## config.mk

```make
export PLATFORM = sky130hd
export DESIGN_NAME = gestor_llamadas
export DESIGN_NICKNAME = d
export VERILOG_FILES = /design/src/rtl/gestor_llamadas_pkg.sv /design/src/rtl/gestor_llamadas_antirrebote.sv /design/src/rtl/gestor_llamadas.sv
export SDC_FILE = /design/constraint.sdc
export NUM_CORES = 1
export LEC_CHECK = 0
export CAP_MARGIN = 10
export CORE_MARGIN = 2
export CORE_UTILIZATION = 24
export DETAILED_ROUTE_END_ITERATION = 7
export MAX_ROUTING_LAYER = met4
export PLACE_DENSITY = 0.5
export SKIP_LAST_GASP = 1
export SLEW_MARGIN = 10
export SYNTH_ARGS = -nofsm -noshare
export SYNTH_HDL_FRONTEND = slang
export SYNTH_SLANG_ARGS = --single-unit
export TNS_END_PERCENT = 5
```

## constraint.sdc

```tcl
create_clock -name clk -period 3.1 [get_ports clk]
set_input_delay 0.62 -clock clk [delete_from_list [all_inputs] [get_ports clk]]
set_output_delay 0.62 -clock clk [all_outputs]
set_load 0.02 [all_outputs]
```

## src/rtl/gestor_llamadas_pkg.sv

```systemverilog
`default_nettype none
// +-----------------------------------------------------------------------------+
// | gestor_llamadas_pkg: floor one-hot codes, scheduler states, bit helpers      |
// | Rev 1.0                                                                     |
// +-----------------------------------------------------------------------------+
package gestor_llamadas_pkg;

  // Same encoding as the hoist FSM: bit4 = floor1 ... bit0 = floor5
  localparam logic [4:0] P1 = 5'b10000;
  localparam logic [4:0] P2 = 5'b01000;
  localparam logic [4:0] P3 = 5'b00100;
  localparam logic [4:0] P4 = 5'b00010;
  localparam logic [4:0] P5 = 5'b00001;

  typedef enum logic [1:0] {
    INACTIVO = 2'd0,
    DESTINO  = 2'd1,
    LLEGADA  = 2'd2
  } estado_t;

  function automatic logic [4:0] bit_alto(input logic [4:0] x);
    logic [4:0] r;
    r = '0;
    for (int i = 0; i < 5; i++) begin
      if (x[i]) r = 5'b00001 << i;
    end
    return r;
  endfunction

  function automatic logic [4:0] bit_bajo(input logic [4:0] x);
    return x & (~x + 5'd1);
  endfunction

  function automatic logic es_unico(input logic [4:0] x);
    return (x != 5'd0) && ((x & (x - 5'd1)) == 5'd0);
  endfunction

endpackage
`default_nettype wire

```

## src/rtl/gestor_llamadas_antirrebote.sv

```systemverilog
`default_nettype none
// +-----------------------------------------------------------------------------+
// | gestor_llamadas_antirrebote: one-button debouncer with rising-edge pulse     |
// | Rev 1.0                                                                     |
// +-----------------------------------------------------------------------------+
module gestor_llamadas_antirrebote #(
  parameter int DEBOUNCE_CYCLES = 16,
  parameter int CNT_W           = 5
) (
  input  logic clk,
  input  logic reset,
  input  logic i_boton,
  output logic o_pulso
);

  localparam logic [CNT_W-1:0] c_LIMITE = CNT_W'(DEBOUNCE_CYCLES - 1);

  logic [CNT_W-1:0] r_cnt;
  logic             r_acc;
  logic             r_acc_d;

  // Accepted level flips on the DEBOUNCE_CYCLES-th consecutive differing sample
  always_ff @(posedge clk or negedge reset) begin
    if (!reset) begin
      r_cnt   <= '0;
      r_acc   <= 1'b0;
      r_acc_d <= 1'b0;
    end else begin
      r_acc_d <= r_acc;
      if (i_boton == r_acc) begin
        r_cnt <= '0;
      end else if (r_cnt == c_LIMITE) begin
        r_acc <= i_boton;
        r_cnt <= '0;
      end else begin
        r_cnt <= r_cnt + 1'b1;
      end
    end
  end

  assign o_pulso = r_acc & ~r_acc_d;

endmodule
`default_nettype wire

```

## src/rtl/gestor_llamadas.sv

```systemverilog
`default_nettype none
// +-----------------------------------------------------------------------------+
// | gestor_llamadas: call debounce/latch and elevator scheduling for the hoist   |
// | Rev 1.0                                                                     |
// +-----------------------------------------------------------------------------+
module gestor_llamadas
  import gestor_llamadas_pkg::*;
#(
  parameter int DEBOUNCE_CYCLES = 16,
  parameter int CNT_W           = 5
) (
  input  logic       clk,
  input  logic       reset,
  input  logic [4:0] boton,
  input  logic       fc1,
  input  logic       fc2,
  input  logic       fc3,
  input  logic       fc4,
  input  logic       fc5,
  input  logic       emergencia,
  output logic [4:0] selector,
  output logic [4:0] pendientes,
  output logic       dir_subida
);

  logic [4:0] w_fc;
  logic [4:0] w_pulso;
  logic [4:0] w_sube;
  logic [4:0] w_baja;
  logic [4:0] w_sel_sig;
  logic [4:0] w_clr;
  logic       w_dir_sig;
  estado_t    w_estado_sig;

  estado_t    r_estado;
  logic [4:0] r_sel;
  logic [4:0] r_pend;
  logic [4:0] r_piso;
  logic       r_dir;

  assign w_fc = (fc1 ? P1 : 5'd0) | (fc2 ? P2 : 5'd0) | (fc3 ? P3 : 5'd0)
              | (fc4 ? P4 : 5'd0) | (fc5 ? P5 : 5'd0);

  for (genvar g = 0; g < 5; g++) begin : g_antirrebote
    gestor_llamadas_antirrebote #(
      .DEBOUNCE_CYCLES(DEBOUNCE_CYCLES),
      .CNT_W          (CNT_W)
    ) u_antirrebote (
      .clk    (clk),
      .reset  (reset),
      .i_boton(boton[g]),
      .o_pulso(w_pulso[g])
    );
  end

  // Upward floors sit at lower bit indices than the current one-hot position
  assign w_sube = r_pend & (r_piso - 5'd1);
  assign w_baja = r_pend & ~(r_piso | (r_piso - 5'd1));

  always_comb begin
    w_estado_sig = r_estado;
    w_sel_sig    = r_sel;
    w_dir_sig    = r_dir;
    w_clr        = '0;
    if (emergencia) begin
      w_estado_sig = INACTIVO;
      w_sel_sig    = '0;
      w_dir_sig    = 1'b0;
    end else begin
      case (r_estado)
        INACTIVO: begin
          w_sel_sig = '0;
          if (r_pend != 5'd0) begin
            w_estado_sig = DESTINO;
            if (r_dir && (w_sube != 5'd0)) begin
              w_sel_sig = bit_alto(w_sube);
            end else if (!r_dir && (w_baja != 5'd0)) begin
              w_sel_sig = bit_bajo(w_baja);
            end else if (r_dir && (w_baja != 5'd0)) begin
              w_sel_sig = bit_bajo(w_baja);
              w_dir_sig = 1'b0;
            end else if (!r_dir && (w_sube != 5'd0)) begin
              w_sel_sig = bit_alto(w_sube);
              w_dir_sig = 1'b1;
            end else begin
              // Only the last known floor is pending: send the car there
              w_sel_sig = r_piso;
            end
          end
        end
        DESTINO: begin
          if ((w_fc & r_sel) != 5'd0) begin
            w_clr        = r_sel;
            w_sel_sig    = '0;
            w_estado_sig = LLEGADA;
          end
        end
        LLEGADA: begin
          w_sel_sig    = '0;
          w_estado_sig = INACTIVO;
        end
        default: begin
          w_sel_sig    = '0;
          w_estado_sig = INACTIVO;
        end
      endcase
    end
  end

  always_ff @(posedge clk or negedge reset) begin
    if (!reset) r_estado <= INACTIVO;
    else        r_estado <= w_estado_sig;
  end

  always_ff @(posedge clk or negedge reset) begin
    if (!reset) begin
      r_sel  <= '0;
      r_pend <= '0;
      r_piso <= P1;
      r_dir  <= 1'b1;
    end else begin
      r_sel <= w_sel_sig;
      r_dir <= w_dir_sig;
      // Clear after set so an arrival wins over a same-cycle call for that floor
      r_pend <= emergencia ? 5'd0 : ((r_pend | (w_pulso & ~w_fc)) & ~w_clr);
      if (es_unico(w_fc)) r_piso <= w_fc;
    end
  end

  assign selector   = r_sel;
  assign pendientes = r_pend;
  assign dir_subida = r_dir;

endmodule
`default_nettype wire

```

==> results.txt, run 1 <==
Place WS -> 619 ps
fillers -> 1,122
Via density -> 4.72
Die Wd -> 109 um
ANT cells -> 0
Seq/Total Area, Yosys -> 50.1%
relative slew slack -> 54.3%
Layout area overhead -> 18.3%
final layout net count -> 316
#FFs+latches synth -> 53
antenna violations before repair -> 0
Unique masters post-synth -> 46
CTS tree -> yes
hpwl dp -> 4240 um
clock skew -> 9.22 ps
Post-Syn Nets -> 292
area of the multi-input gates -> 1240 um^2
predominant post-synthesis flop cell -> dfrtp_1
Finish-stage setup viols -> 0
ys async rst share -> 100%
Root Driver -> clkbuf_8
Clk Latency, worst-skew pair -> 310 ps
vias in the first global route -> 1,945
critical path endpoint category -> flop
Iteration-0 DRC Markers -> 142
Core Rows -> 38
Startpoint Class -> flop
CTS Buf Count -> 5
commonest cells after routing, fill and taps aside -> 51 x dfrtp_1, 31 x nor2_1, 22 x clkdlybuf4s50_1
CP Class -> flop to flop
Die ar. -> 11,900 um^2
final worst setup slack -> 685 ps
GRT Overall Usage -> 11.0%
Syn Inst Count -> 269
Arr. time, crit path -> 2670 ps
status -> finished, final reports clean
Final Hold Fails -> 0
depth of the CTS H-tree -> 2
drt first pass iters -> 5
drc violations -> 0
gpl congestion -> 0.891
Die Ht -> 109 um
worst hold-check path type -> input port to asynchronous set/reset pin
CORE AREA -> 10,800 um^2
final hold slack -> 424 ps
number of flops mapped to enable cells by yosys -> 0
Least-Margin Pin Slew -> 685 ps
setup TNS -> 0 ps
WP data required -> 3360 ps
wire length per cell -> 13.7 um
synth warn -> 0
Reg area -> 1330 um^2
PD cells -> 433 nW/um^2
# Post-CTS Setup Buffers -> 0
Avg Cell Area, Syn -> 9.86 um^2
Tmin final -> 2410 ps
post-synthesis cell area -> 2650 um^2
number of slew-limit violations in the final report -> 0
vias -> 2,050
critical-path maximum fanout -> 7
# clock sinks -> 53
largest net degree at the start of global routing -> 54
share of cells above drive strength 1 -> 8.50%
Buffers on Ports -> 23
peak supply drop -> 184 uV
fin crit share -> 77.9%
MaxCap Viol Count -> 0
most common cell after layout, fill and taps aside -> dfrtp_1
GRT Residual Overflow -> 0
Initial Util -> 24.6%
Reg clk slew, reported paths -> 100 ps
Routed Wire Length -> 5950 um
static leakage -> 1.47 nW
first-pass GRT wire length -> 9760 um
RSZ-0062 raised after global routing -> no
clk buf depth -> 2
worst reg2reg setup slack -> 690 ps
boundary pin count -> 24
final antenna-violating net count -> 0
post-cts resize count -> 0
Fmax -> 0.414 GHz
Hold Buf Count CTS -> 0
[synthesized netlist by cell type (3+ instances only)]
| cell type | n | area, um^2 |
|---|---|---|
| mux2_2 | 5 | 56.3 |
| and3_1 | 6 | 37.5 |
| nand2_1 | 17 | 63.8 |
| dfrtp_1 | 51 | 1280 |
| a21oi_1 | 13 | 65.1 |
| xor2_1 | 15 | 131 |
| o21ai_0 | 20 | 100 |
| ha_1 | 10 | 125 |
| o31ai_1 | 5 | 37.5 |
| nor3_1 | 3 | 15.0 |
| a211oi_1 | 7 | 52.6 |
| nor2_1 | 31 | 116 |
| inv_1 | 12 | 45.0 |
| a21o_1 | 3 | 22.5 |
| clkbuf_1 | 9 | 33.8 |
| nand2b_1 | 3 | 18.8 |
| nand3_1 | 17 | 85.1 |
| and2_1 | 6 | 37.5 |
[worst paths after layout]
path                                                 startpoint                                       to  cells after the start
max                                                   r_piso[0]                              selector[4]                     10
min                                                       reset                                r_piso[3]                      2
max reg2reg                                           r_piso[0]                              selector[4]                     10
min reg2reg                g_antirrebote[4].u_antirrebote.r_acc   g_antirrebote[4].u_antirrebote.r_acc_d                      0
max in group asynchronous                                 reset  g_antirrebote[3].u_antirrebote.r_cnt[3]                      2
min in group clk           g_antirrebote[4].u_antirrebote.r_acc   g_antirrebote[4].u_antirrebote.r_acc_d                      0
[sequential cells by signal (all words and copies together), names as in the netlist]
signal,cells
g_antirrebote.u_antirrebote.r_acc_d,5
pendientes,5
selector,5
r_piso,5
g_antirrebote.u_antirrebote.r_acc,5
g_antirrebote.u_antirrebote.r_cnt,25
r_estado,2
dir_subida,1
[report_power, final]
group          switching, W  leakage (nW)  total [W]  internal [W]
logic              0.000114         0.711   0.000198     0.0000842
clock network      0.000248        0.0487   0.000414      0.000165
registers         0.0000243         0.714   0.000747      0.000722
total              0.000387          1.47    0.00136      0.000972
[critical path, cell delays in order, from the launching register on]
cell      delay (ps)
dfrtp_1          430
inv_1            140
ha_1             200
nand3_1           90
ha_1             330
a222oi_1         240
buf_4            210
nand3_2          100
a221o_1          320
a221oi_2         220
a21o_1           100
[layer usage]
metal,track usage (%),share of wire (%),vias up
met5,-,0,-
met4,3.21,0.74,0
met3,2.39,4.9,9
met2,17.1,48,44
met1,14.3,46,988
li1,-,-,1009
[metrics by stage]
stage | power [W] | util [%] | std cells | area [um^2]
finish | 0.00136 | 29.1 | 434 | 3140
global route | 0.00144 | 29.1 | 434 | 3140
CTS | 0.00138 | 29.1 | 434 | 3140
detailed placement | 0.000958 | 28.2 | 426 | 3040
global placement | 0.000957 | 28.2 | 426 | 3040
floorplan | 0.000887 | - | 269 | 2650
[kinds of logic after synthesis]
kind of cell / share of synthesized area (%)
AND/OR/NAND/NOR: 17.4
flip-flops: 50.1
multiplexers: 2.12
buffers and inverters: 3.16
XOR/XNOR: 4.95
AO/OA/AOI/OAI: 17.2
adder cells (fa/ha/maj): 5.09
[cell type report]
cell class	count	share of cell area (%)
Tap cell	140	5.58
Clock buffer	5	2.19
Sequential cell	53	42.3
Multi-Input combinational cell	194	39.5
Clock inverter	3	0.837
Timing Repair Buffer	27	8.13
Inverter	12	1.43
Note: power is estimated with default switching activity, not from simulation.
==> inputs of run 2 (changes only) <==
Clock period 3.1 ns to 2.4 ns, I/O delays scaled along.
==> run 2 against run 1 <==
Compared with the run above: sequential power grew 29%; maximum frequency up 7.7%; sequential share of layout area fell by 1.7 points; global-route usage up 0.47 points; combinational power up 69%; critical path type unchanged.
==> results.txt, run 2 (synthesis gave the netlist of run 1 again) <==
critical-path maximum fanout -> 7 (unchanged)
Layout area overhead -> 23.4% (was 18.3%)
GRT Residual Overflow -> 0 (unchanged)
CTS Buf Count -> 5 (unchanged)
peak supply drop -> 209 uV (was 184 uV)
# clock sinks -> 53 (unchanged)
number of slew-limit violations in the final report -> 0 (unchanged)
vias in the first global route -> 2,039 (was 1,945)
Initial Util -> 24.6% (unchanged)
GRT Overall Usage -> 11.4% (was 11.0%)
switching power -> 0.000496 W (was 0.000387 W)
Least-Margin Pin Slew -> 673 ps (was 685 ps)
combinational power share -> 18.6% (was 14.6%)
fin crit share -> 93.4% (was 77.9%)
drt first pass iters -> 4 (was 5)
static leakage -> 1.52 nW (was 1.47 nW)
RSZ-0062 raised after global routing -> no (unchanged)
MaxCap Viol Count -> 0 (unchanged)
Die ar. -> 11,900 um^2 (unchanged)
worst hold-check path type -> input port to asynchronous set/reset pin (unchanged)
placed cell count -> 434 (was 426)
Arr. time, crit path -> 2500 ps (was 2670 ps)
Startpoint Class -> flop (unchanged)
Clk network pwr share -> 27.9% (was 30.4%)
Finished Layout Cells -> 446 (was 434)
Routed Wire Length -> 6070 um (was 5950 um)
final worst setup slack -> 158 ps (was 685 ps)
antenna violations before repair -> 0 (unchanged)
largest net degree at the start of global routing -> 54 (unchanged)
drc violations -> 0 (unchanged)
Reg clk slew, reported paths -> 100 ps (about the same)
clk buf depth -> 2 (unchanged)
PD cells -> 549 nW/um^2 (was 433 nW/um^2)
relative slew slack -> 55.2% (was 54.3%)
CP Class -> flop to flop (unchanged)
depth of the CTS H-tree -> 2 (unchanged)
Buffers on Ports -> 23 (unchanged)
hpwl dp -> 4420 um (was 4240 um)
commonest cells after routing, fill and taps aside -> 51 x dfrtp_1, 31 x nor2_1, 22 x clkdlybuf4s50_1 (unchanged)
Fmax -> 0.446 GHz (was 0.414 GHz)
status -> finished, final reports clean (unchanged)
ANT cells -> 0 (unchanged)
Core Rows -> 38 (unchanged)
CORE AREA -> 10,800 um^2 (unchanged)
boundary pin count -> 24 (unchanged)
final layout net count -> 328 (was 316)
critical path endpoint category -> flop (unchanged)
Place WS -> 135 ps (was 619 ps)
gpl congestion -> 0.810 (was 0.891)
Clk Latency, worst-skew pair -> 310 ps (about the same)
Iteration-0 DRC Markers -> 92 (was 142)
wire length per cell -> 13.6 um (was 13.7 um)
Via density -> 4.73 (was 4.72)
CP max-delay cell -> dfrtp_1 (unchanged)
Reg power frac -> 53.6% (was 55.0%)
WP data required -> 2660 ps (was 3360 ps)
setup TNS -> 0 ps (unchanged)
CP max stage delay -> 400 ps (was 430 ps)
Die Wd -> 109 um (unchanged)
Root Driver -> clkbuf_8 (unchanged)
post-layout util -> 30.3% (was 29.1%)
Int Power -> 0.00130 W (was 0.000972 W)
CTS tree -> yes (unchanged)
Die Ht -> 109 um (unchanged)
first-pass GRT wire length -> 10,200 um (was 9760 um)
Tmin final -> 2240 ps (was 2410 ps)
cell chain of the critical path -> inv_2, ha_4, nand3_2, ha_4, a222oi_1, buf_4, nand3_2, a221o_1, a221oi_2, a21o_1 (was inv_1, ha_1, nand3_1, ha_1, a222oi_1, buf_4, nand3_2, a221o_1, a221oi_2, a21o_1)
Finish-stage setup viols -> 0 (unchanged)
Hold Buf Count CTS -> 0 (unchanged)
clock skew -> 8.73 ps (was 9.22 ps)
Reg with most FFs -> g_antirrebote.u_antirrebote.r_cnt (unchanged)
max reg flops -> 25 (unchanged)
share of cells above drive strength 1 -> 14.4% (was 8.50%)
vias -> 2,110 (was 2,050)
most common cell after layout, fill and taps aside -> dfrtp_1 (unchanged)
sw frac -> 27.6% (was 28.5%)
Final Hold Fails -> 0 (unchanged)
fillers -> 1,110 (was 1,122)
final antenna-violating net count -> 0 (unchanged)
## run 2: cell count changes in the layout (fill, tap and decap cells not counted), sizes merged
cell      previous run  this run
clkinvlp             0         1
clkinv               2         0
buf                  5        17
clkbuf               5         7
inv                 13        12
## run 2: metal layers
| layer | vias to the layer above | track usage, % | wire, um |
|---|---|---|---|
| met2 | 37 | 18.5 | 2930 |
| met5 | - | - | 0 |
| li1 | 1035 | - | - |
| met3 | 4 | 2.45 | 236 |
| met4 | 0 | 2.84 | 31 |
| met1 | 1034 | 14.6 | 2870 |
## run 2: what timing repair did
item	CTS	global route
setup endpoints to repair	0	1
gates resized for setup	0	2
setup buffers	0	4
## run 2: power groups by stage
stage	sequential [W]	combinational, W	clock (W)
global route	0.000969	0.000381	0.000565
finish	0.000964	0.000334	0.000501
detailed placement	0.000981	0.000302	0
floorplan	0.000976	0.000198	0
global placement	0.000980	0.000297	0
CTS	0.000964	0.000304	0.000527
## run 2: metrics by stage
step	hold slack (ps)	total power [W]	area (um^2)
2_1_floorplan	184	0.00117	2690
3_3_place_gp	422	0.00128	3140
3_5_place_dp	432	0.00128	3140
4_1_cts	314	0.00180	3230
5_1_grt	343	0.00192	3270
6_report	278	0.00180	3270
## run 2: area by class of cell
cell class / instances / area, um^2 / share of cell area, %
Tap cell: 140 / 175 / 5.35
Inverter: 12 / 45.0 / 1.38
Timing Repair Buffer: 39 / 345 / 10.6
Clock buffer: 7 / 76.3 / 2.33
Clock inverter: 1 / 7.51 / 0.229
Sequential cell: 53 / 1330 / 40.6
Multi-Input combinational cell: 194 / 1290 / 39.6
## run 2: worst paths after layout
kind	start	end	slack, ps	cells past startpoint
max reg2reg	r_piso[1]	selector[4]	160	10
min in group clk	g_antirrebote[0].u_antirrebote.r_acc	g_antirrebote[0].u_antirrebote.r_acc_d	450	0
min reg2reg	g_antirrebote[0].u_antirrebote.r_acc	g_antirrebote[0].u_antirrebote.r_acc_d	450	0
max in group asynchronous	reset	pendientes[2]	1670	2
min	reset	g_antirrebote[3].u_antirrebote.r_cnt[4]	280	2
max	r_piso[1]	selector[4]	160	10
## run 2: critical path: cells and delay by family, from the launching register on
family,cells,cell delay [ps]
DFF,1,400
adders and majority gates,2,400
and+or+nand+nor,2,180
AOI/OAI and AO/OA,4,900
buffers and inverters,2,320
